## src/rtl/approx_mult_pkg.sv

```systemverilog
// +--------------------------------------------------------------------------+
// | approx_mult_pkg : shared types, Booth encodings and row-count helper     |
// | Revision 1.0                                                             |
// +--------------------------------------------------------------------------+
`default_nettype none

package approx_mult_pkg;

    typedef enum logic [1:0] {
        ST_IDLE = 2'd0,
        ST_RUN  = 2'd1,
        ST_DONE = 2'd2
    } state_t;

    typedef enum logic [2:0] {
        BOOTH_ZERO = 3'd0,
        BOOTH_POS1 = 3'd1,
        BOOTH_POS2 = 3'd2,
        BOOTH_NEG2 = 3'd3,
        BOOTH_NEG1 = 3'd4
    } booth_op_t;

    function automatic int booth_rows(input int n);
        return n / 2;
    endfunction

    // Group bits are {B[2i+1], B[2i], B[2i-1]}.
    function automatic booth_op_t booth_encode(input logic [2:0] grp);
        booth_op_t op;
        case (grp)
            3'b001, 3'b010: op = BOOTH_POS1;
            3'b011:         op = BOOTH_POS2;
            3'b100:         op = BOOTH_NEG2;
            3'b101, 3'b110: op = BOOTH_NEG1;
            default:        op = BOOTH_ZERO;
        endcase
        return op;
    endfunction

endpackage

`default_nettype wire

```

## src/rtl/booth_row_gen.sv

```systemverilog
// +--------------------------------------------------------------------------+
// | booth_row_gen : combinational radix-4 Booth partial-product row          |
// | Revision 1.0                                                             |
// +--------------------------------------------------------------------------+
`default_nettype none

module booth_row_gen
    import approx_mult_pkg::*;
#(
    parameter int N = 24
) (
    input  logic [N-1:0] a,
    input  logic [2:0]   group,
    input  logic         approx,
    output logic [N+1:0] row
);

    logic [N+1:0] a_x1;
    logic [N+1:0] a_x2;
    booth_op_t    op;

    assign a_x1 = {{2{a[N-1]}}, a};
    assign a_x2 = {a[N-1], a, 1'b0};
    assign op   = booth_encode(group);

    always_comb begin
        row = '0;
        if (approx) begin
            // Approximate row looks only at B[2i-1].
            row = group[0] ? a_x1 : '0;
        end else begin
            case (op)
                BOOTH_POS1: row = a_x1;
                BOOTH_POS2: row = a_x2;
                BOOTH_NEG2: row = ~a_x2 + 1'b1;
                BOOTH_NEG1: row = ~a_x1 + 1'b1;
                default:    row = '0;
            endcase
        end
    end

endmodule

`default_nettype wire

```

## src/rtl/approx_booth_seq_mult.sv

```systemverilog
// +--------------------------------------------------------------------------+
// | approx_booth_seq_mult : sequential radix-4 Booth multiplier, one row per |
// | clock; APPROX_BOOTH_EN enables approximate low rows. Revision 1.0        |
// +--------------------------------------------------------------------------+
`default_nettype none

module approx_booth_seq_mult
    import approx_mult_pkg::*;
#(
    parameter int N           = 24,
    parameter int APPROX_ROWS = 6
) (
    input  logic           clk,
    input  logic           rst_n,
    input  logic           in_valid,
    output logic           in_ready,
    input  logic [N-1:0]   multiplicand,
    input  logic [N-1:0]   multiplier,
    input  logic           approx_mode,
    output logic           out_valid,
    input  logic           out_ready,
    output logic [2*N-1:0] product,
    output logic           busy
);

    localparam int ROWS  = booth_rows(N);
    localparam int ROW_W = $clog2(ROWS);

    state_t           state;
    state_t           state_next;
    logic [N-1:0]     a_hold;
    logic [N-1:0]     b_hold;
    logic [N:0]       b_ext;
    logic [ROW_W-1:0] row_idx;
    logic [2*N-1:0]   acc;
    logic [2*N-1:0]   acc_next;
    logic [2:0]       group;
    logic             approx_sel;
    logic [N+1:0]     pp;
    logic [2*N-1:0]   pp_ext;
    logic             last_row;

    assign b_ext    = {b_hold, 1'b0};
    assign group    = b_ext[{row_idx, 1'b0} +: 3];
    assign last_row = (row_idx == ROW_W'(ROWS - 1));
    assign pp_ext   = {{(N-2){pp[N+1]}}, pp};
    assign acc_next = acc + (pp_ext << {row_idx, 1'b0});

`ifdef APPROX_BOOTH_EN
    logic mode_hold;

    always_ff @(posedge clk) begin
        if (!rst_n) begin
            mode_hold <= 1'b0;
        end else if (state == ST_IDLE && in_valid) begin
            mode_hold <= approx_mode;
        end
    end

    assign approx_sel = mode_hold && ({1'b0, row_idx} < (ROW_W+1)'(APPROX_ROWS));
`else
    logic unused_approx_mode;

    assign unused_approx_mode = approx_mode;
    assign approx_sel         = 1'b0;
`endif

    booth_row_gen #(
        .N (N)
    ) u_row_gen (
        .a      (a_hold),
        .group  (group),
        .approx (approx_sel),
        .row    (pp)
    );

    always_ff @(posedge clk) begin
        if (!rst_n) begin
            state <= ST_IDLE;
        end else begin
            state <= state_next;
        end
    end

    always_comb begin
        state_next = state;
        case (state)
            ST_IDLE: if (in_valid)  state_next = ST_RUN;
            ST_RUN:  if (last_row)  state_next = ST_DONE;
            ST_DONE: if (out_ready) state_next = ST_IDLE;
            default:                state_next = ST_IDLE;
        endcase
    end

    always_comb begin
        in_ready = (state == ST_IDLE);
        busy     = (state != ST_IDLE);
    end

    always_ff @(posedge clk) begin
        if (!rst_n) begin
            a_hold    <= '0;
            b_hold    <= '0;
            acc       <= '0;
            row_idx   <= '0;
            product   <= '0;
            out_valid <= 1'b0;
        end else begin
            case (state)
                ST_IDLE: begin
                    if (in_valid) begin
                        a_hold  <= multiplicand;
                        b_hold  <= multiplier;
                        acc     <= '0;
                        row_idx <= '0;
                    end
                end
                ST_RUN: begin
                    acc     <= acc_next;
                    row_idx <= row_idx + ROW_W'(1);
                    // Product register is separate so it survives the next accept.
                    if (last_row) begin
                        product   <= acc_next;
                        out_valid <= 1'b1;
                    end
                end
                ST_DONE: begin
                    if (out_ready) out_valid <= 1'b0;
                end
                default: ;
            endcase
        end
    end

endmodule

`default_nettype wire

```

## config.mk

```make
export PLATFORM = sky130hd
export DESIGN_NAME = approx_booth_seq_mult
export DESIGN_NICKNAME = d
export VERILOG_FILES = /design/src/rtl/approx_mult_pkg.sv /design/src/rtl/booth_row_gen.sv /design/src/rtl/approx_booth_seq_mult.sv
export SDC_FILE = /design/constraint.sdc
export NUM_CORES = 1
export LEC_CHECK = 0
export CAP_MARGIN = 20
export CORE_MARGIN = 1
export CORE_UTILIZATION = 50
export DETAILED_ROUTE_END_ITERATION = 10
export MAX_ROUTING_LAYER = met4
export PLACE_DENSITY = 0.69
export SLEW_MARGIN = 30
export SYNTH_ARGS = -nofsm -noshare
export SYNTH_HDL_FRONTEND = slang
export SYNTH_SLANG_ARGS = --single-unit
export TNS_END_PERCENT = 50
```

## constraint.sdc

```tcl
create_clock -name clk -period 6.5 [get_ports clk]
set_input_delay 1.625 -clock clk [delete_from_list [all_inputs] [get_ports clk]]
set_output_delay 1.625 -clock clk [all_outputs]
set_load 0.02 [all_outputs]
```

# [Word-level counts from Yosys, hierarchy flattened]
# Cells that the tools add are included.
[word_totals] reg_bits=151 input_bits=53 out_inout_bits=51 elab_cells=55
[classes] add_sub_neg=4 n_eq_ne=16 shift=2 muxes=13 bitwise=2 n_reduce_logical=11
[ops] operator="$pmux 26 s4" count=1
[ops] operator="$pmux 48 s2" count=1
[ops] operator="$add 26x1->26 const B" count=2
[ops] operator="$not 26->26" count=2
[ops] operator="$add 48x48->48" count=1
[ops] operator="$mux 48" count=1
[ops] operator="$shl 48x5->48" count=1
[ops] operator="$shiftx 25x6->3" count=1
[ops] operator="$eq 3x2->1 const B" count=4
[ops] operator="$eq 3x3->1 const B" count=4
[ops] operator="$pmux 3 s4" count=1
[ops] operator="$pmux 4 s2" count=1
[ops] operator="$eq 3x1->1 const B" count=2
[ops] operator="$mux 2" count=3
[ops] operator="$ne 2x2->1 const B" count=3
[ops] operator="$pmux 2 s3" count=1
[ops] operator="$reduce_and 2->1" count=3
[ops] operator="$reduce_and 3->1" count=2
[ops] operator="$reduce_bool 2->1" count=3
[ops] operator="$add 4x1->4 const B" count=1
[ops] operator="$eq 4x4->1 const B" count=1
[ops] operator="$mux 4" count=1
[ops] operator="$reduce_or 2->1" count=2
[ops] operator="$eq 2x1->1 const B" count=1
[ops] operator="other kinds (4)" count=5

# [Depth between registers and ports, before layout]
[depth] depth_word=9 ltp_mapped=27 ltp_nobuf=23

# [Hierarchy]
# Synthesis repeated with hierarchy kept, for this count alone.
[hier_totals] hier_cells=1553 area_unflattened_um2=11267.1
[modules_own_cells] mod="approx_booth_seq_mult" instances=1 cells_per_inst=1276 area_each_um2=9521.6 seq_area_each_um2=3022.9
[modules_own_cells] mod="booth_row_gen" instances=1 cells_per_inst=277 area_each_um2=1745.4 seq_area_each_um2=0.0

# [Worst setup path after synthesis]
# No wires, ideal clock.
[synth_timing] kind="register to register" startpoint="register row_idx[3]" endpoint="register product[40]" setup_time_ns=0.122 arrival_ns=5.498 required_time_ns=6.378 path_slack_ns=0.880 stages_incl_launch_ff=24 n_path_buf=3 synth_period_minus_slack_ns=5.620 cell_sequence="dfxtp_1 -> buf_2 -> buf_4 -> mux2i_1 -> o22ai_2 -> o31ai_2 -> buf_2 -> nor2_1 -> xnor2_1 -> a221o_1 -> mux4_2 -> mux2_2 -> o2bb2ai_1 -> ha_1 -> nand4_1 -> nor3_1 -> and2_1 -> a32o_1 -> o211ai_1 -> a31oi_1 -> a31oi_1 -> or3_1 -> mux2i_1 -> a311o_1"
[synth_between] elab_chain_len=8 word_cells_on_any_way=19 cone_classes="1 x add/sub; 11 x eq/ne; 2 x shift; 2 x mux; 3 x reduce/logical"
[synth_lines] element="start: declaration" line_no="approx_booth_seq_mult.sv:34" rtl="logic [ROW_W-1:0] row_idx;"
[synth_lines] element="start signal: assignment" line_no="approx_booth_seq_mult.sv:120" rtl="row_idx <= row_idx + ROW_W'(1);"
[synth_lines] element="$shiftx 25x6->3" line_no="approx_booth_seq_mult.sv:44" rtl="assign group = b_ext[{row_idx, 1'b0} +: 3];"
[synth_lines] element="$eq 3x3->1, or another cell as far along" line_no="approx_mult_pkg.sv:30" rtl="case (grp)"
[synth_lines] element="$reduce_or 2->1" line_no="approx_mult_pkg.sv:30"
[synth_lines] element="$pmux 3 s4" line_no="approx_mult_pkg.sv:30"
[synth_lines] element="$eq 3x3->1, or another cell as far along" line_no="booth_row_gen.sv:32" rtl="case (op)"
[synth_lines] element="$pmux 26 s4" line_no="booth_row_gen.sv:32"
[synth_lines] element="$shl 48x5->48" line_no="approx_booth_seq_mult.sv:47" rtl="assign acc_next = acc + (pp_ext << {row_idx, 1'b0});"
[synth_lines] element="$add 48x48->48" line_no="approx_booth_seq_mult.sv:47"
[synth_lines] element="end signal: assignment" line_no="approx_booth_seq_mult.sv:123" rtl="product <= acc_next;"
[synth_lines] element="end: declaration" line_no="approx_booth_seq_mult.sv:22" rtl="output logic [2*N-1:0] product,"
# Several ways; a longest one is shown, not always the timed one.
# A chain may end at the register's enable or synchronous reset.

# [Worst setup path in the final report]
[layout_timing] startpoint="register row_idx[0]" endpoint="register acc[38]"
[layout_between] elab_chain_len=9 word_cells_on_any_way=18 cone_classes="1 x add/sub; 10 x eq/ne; 2 x shift; 3 x mux; 2 x reduce/logical"
[layout_lines] element="$shiftx 25x6->3" line_no="approx_booth_seq_mult.sv:44"
[layout_lines] element="$eq 3x3->1, or another cell as far along" line_no="approx_mult_pkg.sv:30"
[layout_lines] element="$reduce_or 2->1" line_no="approx_mult_pkg.sv:30"
[layout_lines] element="$pmux 3 s4" line_no="approx_mult_pkg.sv:30"
[layout_lines] element="$eq 3x3->1, or another cell as far along" line_no="booth_row_gen.sv:32"
[layout_lines] element="$pmux 26 s4" line_no="booth_row_gen.sv:32"
[layout_lines] element="$shl 48x5->48 (*)" line_no="approx_booth_seq_mult.sv:47"
[layout_lines] element="$add 48x48->48 (*)" line_no="approx_booth_seq_mult.sv:47"
[layout_lines] element="$pmux 48 s2 (*)" line_no="approx_booth_seq_mult.sv:109" rtl="case (state)"
[layout_lines] element="end signal: assignment" line_no="approx_booth_seq_mult.sv:119" rtl="acc <= acc_next;"
[layout_lines] element="end: declaration" line_no="approx_booth_seq_mult.sv:35" rtl="logic [2*N-1:0] acc;"
# Every way passes the cells marked *; elsewhere a longest branch is shown, timed or not.

==> impl_metrics.tcl <==
set metrics [dict create \
    status "complete, no violations" \
    max_cap_violations 0 \
    gr-usage-met2 0.516 \
    met3_usage 0.0413 \
    avgSynthCellArea_um2 7.48 \
    fin_hold_ws_ns 0.457 \
    antenna_found_initial 0 \
    cts_made_buffers 17 \
    synth_cell_type_count 92 \
    io_pins 104 \
    grt_busiest_layer "met2" \
    report.final.slew_viol_count 0 \
    h-tree-depth 4 \
    cts_root_buf "clkbuf_16" \
    crit_type "flop to flop" \
    crit_fanout 12 \
    tightest_slew_ns 0.893 \
    clkSlewWorstSetupHoldPaths_ns 0.07 \
    synth_top_area_share 0.254 \
    start_kind "flop" \
    grt_overflow 0 \
    synthSimpleGateAreaFrac 0.231 \
    syn_nets 1692 \
    synthArstFlopShare 0 \
    ir_worst_vdd_uv 160 \
    grt_max_degree 88 \
    via_count 12500 \
    synth-adder-area-share 0.0532 \
    core_area_mm2 0.0234 \
    dp_hpwl_mm 28.8 \
    yosys-top-cells-area "dfxtp_1, nand2_1, ha_1" \
    min_period_over_period 0.964 \
    diodes 0 \
    ant_nets 0 \
    fp.dieH_um 156 \
    synth.cell_area_mm2 0.0119 \
    firstDrtPassIters 6 \
    fin_worst_skew_ns 0.0141 \
    synth_top_family_by_area "compound AO/OA/AOI/OAI gates" \
    dieWidth_um 156 \
    synth-compound-area-share 0.303 \
    gr-usage-all-layers 0.334 \
    grt_pass1_vias 11500 \
    fmax_ghz 0.160 \
    p_leak_nw 5.71 \
    fin_crit_ns 6.27 \
    power_density_mw_per_mm2 203 \
    synth-seq-cells 151 \
    cp-end-kind "flop" \
    critPathArrivalTime_ns 6.56 \
    cp.required_ns 6.79 \
    cts_tree "done" \
    rows 56 \
    yosys.area.top_type "dfxtp_1" \
    synth_edf_count 0 \
    grt_pass1_wl_mm 62.5 \
    clock_sinks 151 \
    wirelength_mm 38.9 \
    dpl_cell_area_mm2 0.0137 \
    start_util 0.508 \
    synth_xor_area_frac 0.0466 \
    ys.flop_type "dfxtp_1" \
    die_area_mm2 0.0244 \
    syn_inst 1589 \
    nets 1818 \
    drive_gt1_frac 0.136 \
    fin_area_mm2 0.0145 \
    drtIter0Drc 1080 \
    met1_usage 0.465 \
    ctsHoldBuffers 0 \
    gp_congestion 0.964 \
    hold_class "flop to flop" \
    viasPerCell 6.09 \
    synth.area.mux_share 0.0593 \
    yosysSeqAreaShare 0.254 \
    drc 0 \
    wl_per_cell_um 19.0 \
    hold_viol 0 \
    clock_path_buffers 2 \
    finalSetupViolCount 0 \
    area_growth_pct 22.2 \
    yosys_warnings 0 \
    portBuffers 102 \
    clock_latency_ns 0.45 \
    slew_headroom 0.402 \
]
-- area by class of cell --
type                    count  area, µm²
clock buffers              18        439
clock inverters            14        179
fillers                  2196       8880
inverters                  29        109
multi-input cells        1287       8360
flip-flops and latches    151       3030
well taps                 319        399
repair buffers            229       2010
-- cell families (layout without fill, tap and decap cells) --
kind of cell / count (synthesis) / count (layout)
AOI/OAI and AO/OA: 522 / 522
xor gates and xnor gates: 60 / 60
adders and majority gates: 50 / 50
buffers and inverters: 151 / 290
DFF: 151 / 151
muxes: 62 / 62
and+or+nand+nor: 593 / 593
-- per-stage QoR --
step / TNS, ns / utilization / instances / total power, mW / setup slack [ns]
final: 0 / 0.621 / 2047 / 2.95 / 0.232
after global routing: -0.00267 / 0.621 / 2047 / 3.08 / -0.00267
after CTS: 0 / 0.614 / 2039 / 2.93 / 0.0684
after detailed placement: 0 / 0.587 / 2007 / 1.87 / 0.115
after global placement: 0 / 0.587 / 2007 / 1.87 / 0.185
after floorplan: 0 / - / 1589 / 1.56 / 0.880
-- layer usage --
layer | vias to the layer above | wire length, µm
li1 | 6093 | -
met1 | 5895 | 18500
met2 | 428 | 17300
met3 | 47 | 2480
met4 | 0 | 557
met5 | - | 0
-- timing repair --
action / CTS / global route
setup endpoints to repair: 0 / 29
resized for setup: 0 / 20
buffers inserted: 0 / 8
-- synthesized netlist by cell type (10+ instances only) --
library cell and number:
a211oi_1 19, a21boi_0 72, a21o_1 34, a21oi_1 97, a22o_1 12, a22oi_1 12, a31oi_1 18, and2_1 14
and3_1 11, buf_2 20, clkbuf_1 93, dfxtp_1 151, ha_1 49, inv_1 27, mux2_2 14, mux2i_1 42
nand2_1 257, nand2b_1 10, nand3_1 65, nand4_1 18, nor2_1 120, nor3_1 23, nor4_1 20, o211ai_1 17
o21a_1 16, o21ai_0 95, o21bai_1 12, o221ai_1 14, o22ai_1 11, o31ai_1 10, or3_1 10, xnor2_1 41
xor2_1 16
-- final timing paths --
path                                                  to  slack, ns  depth (start not counted)                      from
worst max-delay path                acc[38]$_SDFFE_PN0P_       0.23                         26   row_idx[0]$_SDFFE_PN0P_
worst min register to register  product[35]$_SDFFE_PN0P_       0.46                          2  product[35]$_SDFFE_PN0P_
worst min-delay path            product[35]$_SDFFE_PN0P_       0.46                          2  product[35]$_SDFFE_PN0P_
worst max register to register      acc[38]$_SDFFE_PN0P_       0.23                         26   row_idx[0]$_SDFFE_PN0P_
-- cells in the final DEF (no fill, tap or decap), types with 12 or more instances in the layout --
cell	netlist	layout
clkdlybuf4s50_1	0	101
o21bai_1	12	12
mux2i_1	42	41
a22o_1	12	12
a21o_1	34	34
xor2_1	16	16
and2_1	14	13
clkbuf_16	0	17
a31oi_1	18	18
a21boi_0	72	72
mux2_2	14	14
nor3_1	23	22
buf_4	1	124
o21ai_0	95	94
a21oi_1	97	97
o211ai_1	17	17
dfxtp_1	151	148
a22oi_1	12	12
o21a_1	16	16
nor4_1	20	19
nand2_1	257	256
a211oi_1	19	18
nor2_1	120	116
ha_1	49	49
nand4_1	18	18
xnor2_1	41	41
inv_1	27	27
nand3_1	65	63
-- registers in the layout (all words and copies together), names as in the netlist --
name,flops
out_valid,1
row_idx,4
b_hold,24
a_hold,24
state,2
product,48
acc,48
-- critical path: stages (launching register included) --
cell       delay [ns]
dfxtp_1          0.40
buf_4            0.20
or2_2            0.33
o22ai_2          0.27
o31ai_4          0.11
buf_12           0.17
buf_4            0.17
nor4_1           0.24
a31oi_1          0.08
o211ai_1         0.58
a22oi_1          0.19
o21ai_1          0.22
nor2_1           0.07
a211oi_1         0.25
ha_1             0.34
a21o_1           0.21
a21o_1           0.17
a221o_1          0.36
a32o_1           0.28
o211ai_1         0.21
a31oi_1          0.12
buf_4            0.15
buf_4            0.15
a2111oi_0        0.40
nor3_1           0.13
xnor2_1          0.21
o21ai_0          0.10
-- power breakdown --
| part | internal, mW | switching (mW) | total (mW) |
|---|---|---|---|
| logic | 0.376 | 0.520 | 0.896 |
| registers | 0.959 | 0.0353 | 0.994 |
| clock network | 0.563 | 0.499 | 1.06 |
| total | 1.90 | 1.05 | 2.95 |
No activity file was read; power rests on OpenSTA's default activity.
==> edit 1 (same flow settings) <==
Re-encode `state_t` (3 states) as one-hot, 3 bits wide.
--- a/src/rtl/approx_mult_pkg.sv
+++ b/src/rtl/approx_mult_pkg.sv
@@ -7,8 +7,8 @@
 package approx_mult_pkg;
 
-    typedef enum logic [1:0] {
-        ST_IDLE = 2'd0,
-        ST_RUN  = 2'd1,
-        ST_DONE = 2'd2
+    typedef enum logic [2:0] {
+        ST_IDLE = 3'b001,
+        ST_RUN  = 3'b010,
+        ST_DONE = 3'b100
     } state_t;
 
Behaviour: no difference found for any inputs over 10 cycles, from zero or initial values and one cycle with rst_n low; not proved beyond that.
==> edit 1 against the original RTL <==
Setup slack gained 0.16 ns; sequential cell count is 1 higher; routed wire length fell by 8.6%; synthesized cell count decreased by 4.0%; synthesized area shrank 6.3%; design area is 9.0% lower; die area down 6.2%; count of clock-buffer cells in the layout down 1; first-iteration DRC count shrank 7.1%; power shrank 12%.
==> edit 1: results (changes against the original RTL) <==
Global route
  • Vias in the first global route: 10,540 (-8.6%)
  • Global-route wire length before repair: 56,570 microns (-9.5%)
  • Total GRT Usage: 32.57% (-0.80 points)
  • Largest net degree at the start of global routing: 80 (-9.1%)

Finish
  • Fillers: 2,049 (-6.7%)
  • Final nets: 1,697 (-6.7%)
  • Share of cells above drive strength 1: 9.770% (-3.8 points)

Power
  • P_sw: 898.0 uW (-15%)
  • Leak Pwr: 5.082 nW (-11%)
  • Peak supply drop: 0.0001708 V (+7.0%)

Yosys
  • Synth Area in Compound Gates: 27.19% (-3.1 points)
  • Post-Synth Adder-Cell Area: 5.681% (+0.36 points)
  • Cell taking the most area after synthesis: dfxtp_1
  • Distinct cells, synth: 78 (-15%)
  • Seq/Total Area, Yosys: 27.30% (+1.9 points)
  • Mux contribution to synthesized area: 6.545% (+0.61 points)
  • Syn nets: 1,628 (-3.8%)
  • Asr flop ratio synth: 0% (unchanged)
  • Mapped Avg Cell Area: 7.308 sq um (-2.3%)
  • Largest cells by area after synthesis: dfxtp_1 (27%), nand2_1 (8.7%), a21oi_1 (8.6%), ha_1 (5.5%), nor2_1 (4.3%)
  • XOR/XNOR share of the synthesized area: 4.244% (-0.42 points)

Critical path
  • Arrival time worst endpoint: 6.48 ns (-0.08 ns)
  • R2R Path End: product[39]
  • Crit path max-delay family: simple AND/OR/NAND/NOR gates
  • Crit-path max FO: 9 (-3)
  • Slowest CP cell: or4_1
  • FF-to-FF Start: a_hold[0]
  • Crit path largest cell delay: 0.64 ns (+0.06 ns)
  • Worst reg2reg path depth: 21 (-19%)

STA
  • Max_slew headroom: 40.26% (about the same)
  • Final setup margin: 0.3970 ns (+0.1647 ns)
  • Setup TNS: 0 ns (unchanged)
  • Hold WS: 0.4560 ns (-0.0005300 ns)
  • Skew final: 0.01679 ns (+0.002641 ns)

Detailed routing
  • Initial DRC count: 1,003 (-7.1%)
  • Final WL: 35,510 microns (-8.6%)
  • Vias per inst: 6.096 (+0.13%)
  • WL/cell: 18.82 microns (-0.86%)

Clock network
  • CTS Buffer Depth: 2 (unchanged)
  • Root buf cell: clkbuf_16

Status
  • Status: finished, final reports clean

Hold path
  • Worst hold start: product[43]
  • Hold endpoint: product[43]

Placed design
  • Post-place setup slack: 0.1514 ns (+0.03663 ns)
  • Dpl hpwl: 25,480 microns (-12%)
  • Dpl cells: 1,854 (-7.6%)
  • GPL Wtd Cong: 0.9851 (+2.2%)
## edit 1: per-layer routing
metal  wire length (microns)  up-vias  track usage, %
met5                       0        -               -
met4                     655        0           8.650
met3                    1827       44           6.084
met2                   15820      329           49.38
met1                   17210     5448           44.11
li1                        -     5683               -
## edit 1: cell type report
class / count / area [sq um] / share of cell area [%]
Inverter: 26 / 100.1 / 0.7576
Sequential cell: 152 / 3048 / 23.07
Tap cell: 280 / 350.3 / 2.652
Clock buffer: 17 / 425.4 / 3.220
Multi-Input combinational cell: 1233 / 7597 / 57.50
Clock inverter: 15 / 192.7 / 1.458
Timing Repair Buffer: 164 / 1499 / 11.34
## edit 1: power by group through the flow
stage | Clock [mW] | Sequential, mW | Combinational, mW
after floorplan | 0 | 0.988 | 0.374
after global placement | 0 | 1.00 | 0.560
after detailed placement | 0 | 1.00 | 0.562
after CTS | 1.06 | 0.979 | 0.566
after global routing | 1.10 | 0.983 | 0.628
final | 1.05 | 0.979 | 0.578
## edit 1: worst max path at each step
stage                             end  depth (start not counted)        from
after floorplan               acc[42]                         24  row_idx[1]
after global routing      product[45]                         23  row_idx[1]
final                     product[39]                         21   a_hold[0]
after CTS                 product[38]                         22  row_idx[1]
after detailed placement  product[38]                         21  row_idx[0]
after global placement    product[45]                         22  row_idx[1]
## edit 1: timing repair
action                     CTS  global route
hold buffers                 0             0
setup buffers                0             1
gates resized for setup      0            12
setup endpoints to repair    0            25
## edit 1: tightest hold or removal path, stage by stage, from the launching register on
cell	delay [ns]
dfxtp_1	0.31
nand2_1	0.05
a21oi_1	0.05
## edit 1: cells by family after synthesis
family,count (synthesis)
simple gates,589
flops,152
xor+xnor,54
compound gates,483
fa+ha+maj,50
buf+inv,140
mux,57
==> edit 2 (same settings) <==
Without the edit above. Add a define of `APPROX_BOOTH_EN`.
--- a/src/rtl/approx_booth_seq_mult.sv
+++ b/src/rtl/approx_booth_seq_mult.sv
@@ -4,4 +4,6 @@
 // +--------------------------------------------------------------------------+
 `default_nettype none
+
+`define APPROX_BOOTH_EN
 
 module approx_booth_seq_mult
Function: no difference found for any inputs over 10 cycles, from zero or initial values and one cycle with rst_n low; that may be too few to reach the edited logic, so the function may still have changed.
==> edit 2 against the original RTL <==
Via count increased by 8.8%; combinational power increased by 16%; setup slack improved by 0.013 ns; routed wire length increased by 17%; synthesized cell count increased by 3.2%; maximum frequency increased by 0.21%; power increased by 5.5%; synthesized area increased by 3.3%; cell count increased by 2.6%; design area increased by 3.2%; critical path depth unchanged; sequential share of layout area decreased by 0.54 points; die area increased by 3.2%; sequential cell count increased by 1; largest power group unchanged.
==> edit 2: results (changes against the original RTL) <==
Critical path
  • R2R Path End: product[43]
  • Crit-path max FO: 15 (+3)
  • Slowest CP cell: mux4_2
  • Crit path largest cell delay: 0.51 ns (-0.07 ns)
  • Arrival time worst endpoint: 6.63 ns (+0.07 ns)

Finish
  • Sequential cell area share: 20.31% (-0.54 points)
  • Repair and plain buffers: 237 (+3.5%)
  • Share of cells above drive strength 1: 14.15% (+0.55 points)
  • Reg area: 3045 sq um (+0.54%)
  • Non-clk buf share: 14.04% (+0.22 points)
  • Clock-cell share: 4.131% (-0.12 points)
  • Multi-In Gates: 1,333 (+3.6%)
  • Fillers: 2,097 (-4.5%)
  • Fraction of area in multi-input gates: 58.19% (+0.61 points)

Placed design
  • Dpl hpwl: 33,670 microns (+17%)
  • Placed cell area: 14,250 sq um (+3.7%)
  • Dpl cells: 2,067 (+3.0%)
  • Post-place setup slack: -0.08390 ns (-0.1987 ns)
  • GPL Wtd Cong: 1.064 (+10%)
  • IO buf count: 103 (+0.98%)

Yosys
  • Share of the synthesized area in the top cell type: 24.78% (-0.64 points)
  • XOR/XNOR share of the synthesized area: 3.852% (-0.81 points)
  • Post-Synth Adder-Cell Area: 5.156% (-0.17 points)
  • Synthesized instance count: 1,640 (+3.2%)
  • Synth Area in Compound Gates: 32.90% (+2.6 points)
  • Syn nets: 1,743 (+3.0%)
  • #FFs+latches synth: 152 (+0.66%)
  • Mux contribution to synthesized area: 4.331% (-1.6 points)
  • Distinct cells, synth: 96 (+4.3%)
  • Seq/Total Area, Yosys: 24.78% (-0.64 points)
  • Synth top cells by count: nand2_1 (287), dfxtp_1 (152), a21boi_0 (118)

Power
  • Combinational power: 1.04 mW (+16%)
  • P_sw: 1.196 mW (+13%)
  • Peak supply drop: 0.0001565 V (-2.0%)
  • Leak Pwr: 5.885 nW (+3.0%)

Detailed routing
  • Met1 wire length: 19,760 microns (+6.8%)
  • Vias: 13,557 (+8.8%)
  • Initial DRC count: 1,364 (+26%)
  • WL/cell: 21.56 microns (+14%)
  • Met2 WL: 20,560 microns (+19%)
  • Vias per inst: 6.456 (+6.0%)

Global route
  • Global-route wire length before repair: 72,110 microns (+15%)
  • Largest net degree at the start of global routing: 77 (-13%)
  • Met1 Use GR: 46.50% (about the same)
  • Total GRT Usage: 36.70% (+3.3 points)
  • Vias in the first global route: 13,092 (+13%)

STA
  • Skew final: 0.01706 ns (+0.002914 ns)
  • Max_slew headroom: 37.78% (-2.5 points)

Status
  • Status: finished, final reports clean

Clock network
  • Quantity of gates resized following cts: 4 (+4)
[edit 2: cell types whose count changed after synthesis, sizes merged, moves of 17 or more]
cell / before / now
mux2i: 42 / 11
nand2: 257 / 288
nor2: 121 / 83
a21boi: 72 / 119
nand3: 65 / 82
a21oi: 97 / 80
[edit 2: how the worst min path moves through the flow]
| stage | from | endpoint | slack (ns) | cells after the start |
|---|---|---|---|---|
| floorplan | acc[19] | acc[19] | 0.43 | 2 |
| global placement | acc[30] | acc[30] | 0.45 | 2 |
| detailed placement | acc[40] | acc[40] | 0.45 | 2 |
| CTS | acc[40] | acc[40] | 0.47 | 2 |
| global route | b_hold[16] | b_hold[16] | 0.48 | 2 |
| finish | product[4] | product[4] | 0.46 | 2 |
[edit 2: critical path: cells and delay by family (launching register included)]
kind                     cells  cell delay, ns
AO/OA/AOI/OAI                8            1.97
XOR/XNOR                     1            0.18
adder cells (fa/ha/maj)      1            0.27
buffers and inverters        5            0.87
flip-flops                   1            0.41
multiplexers                 2            0.85
AND/OR/NAND/NOR              9            1.61
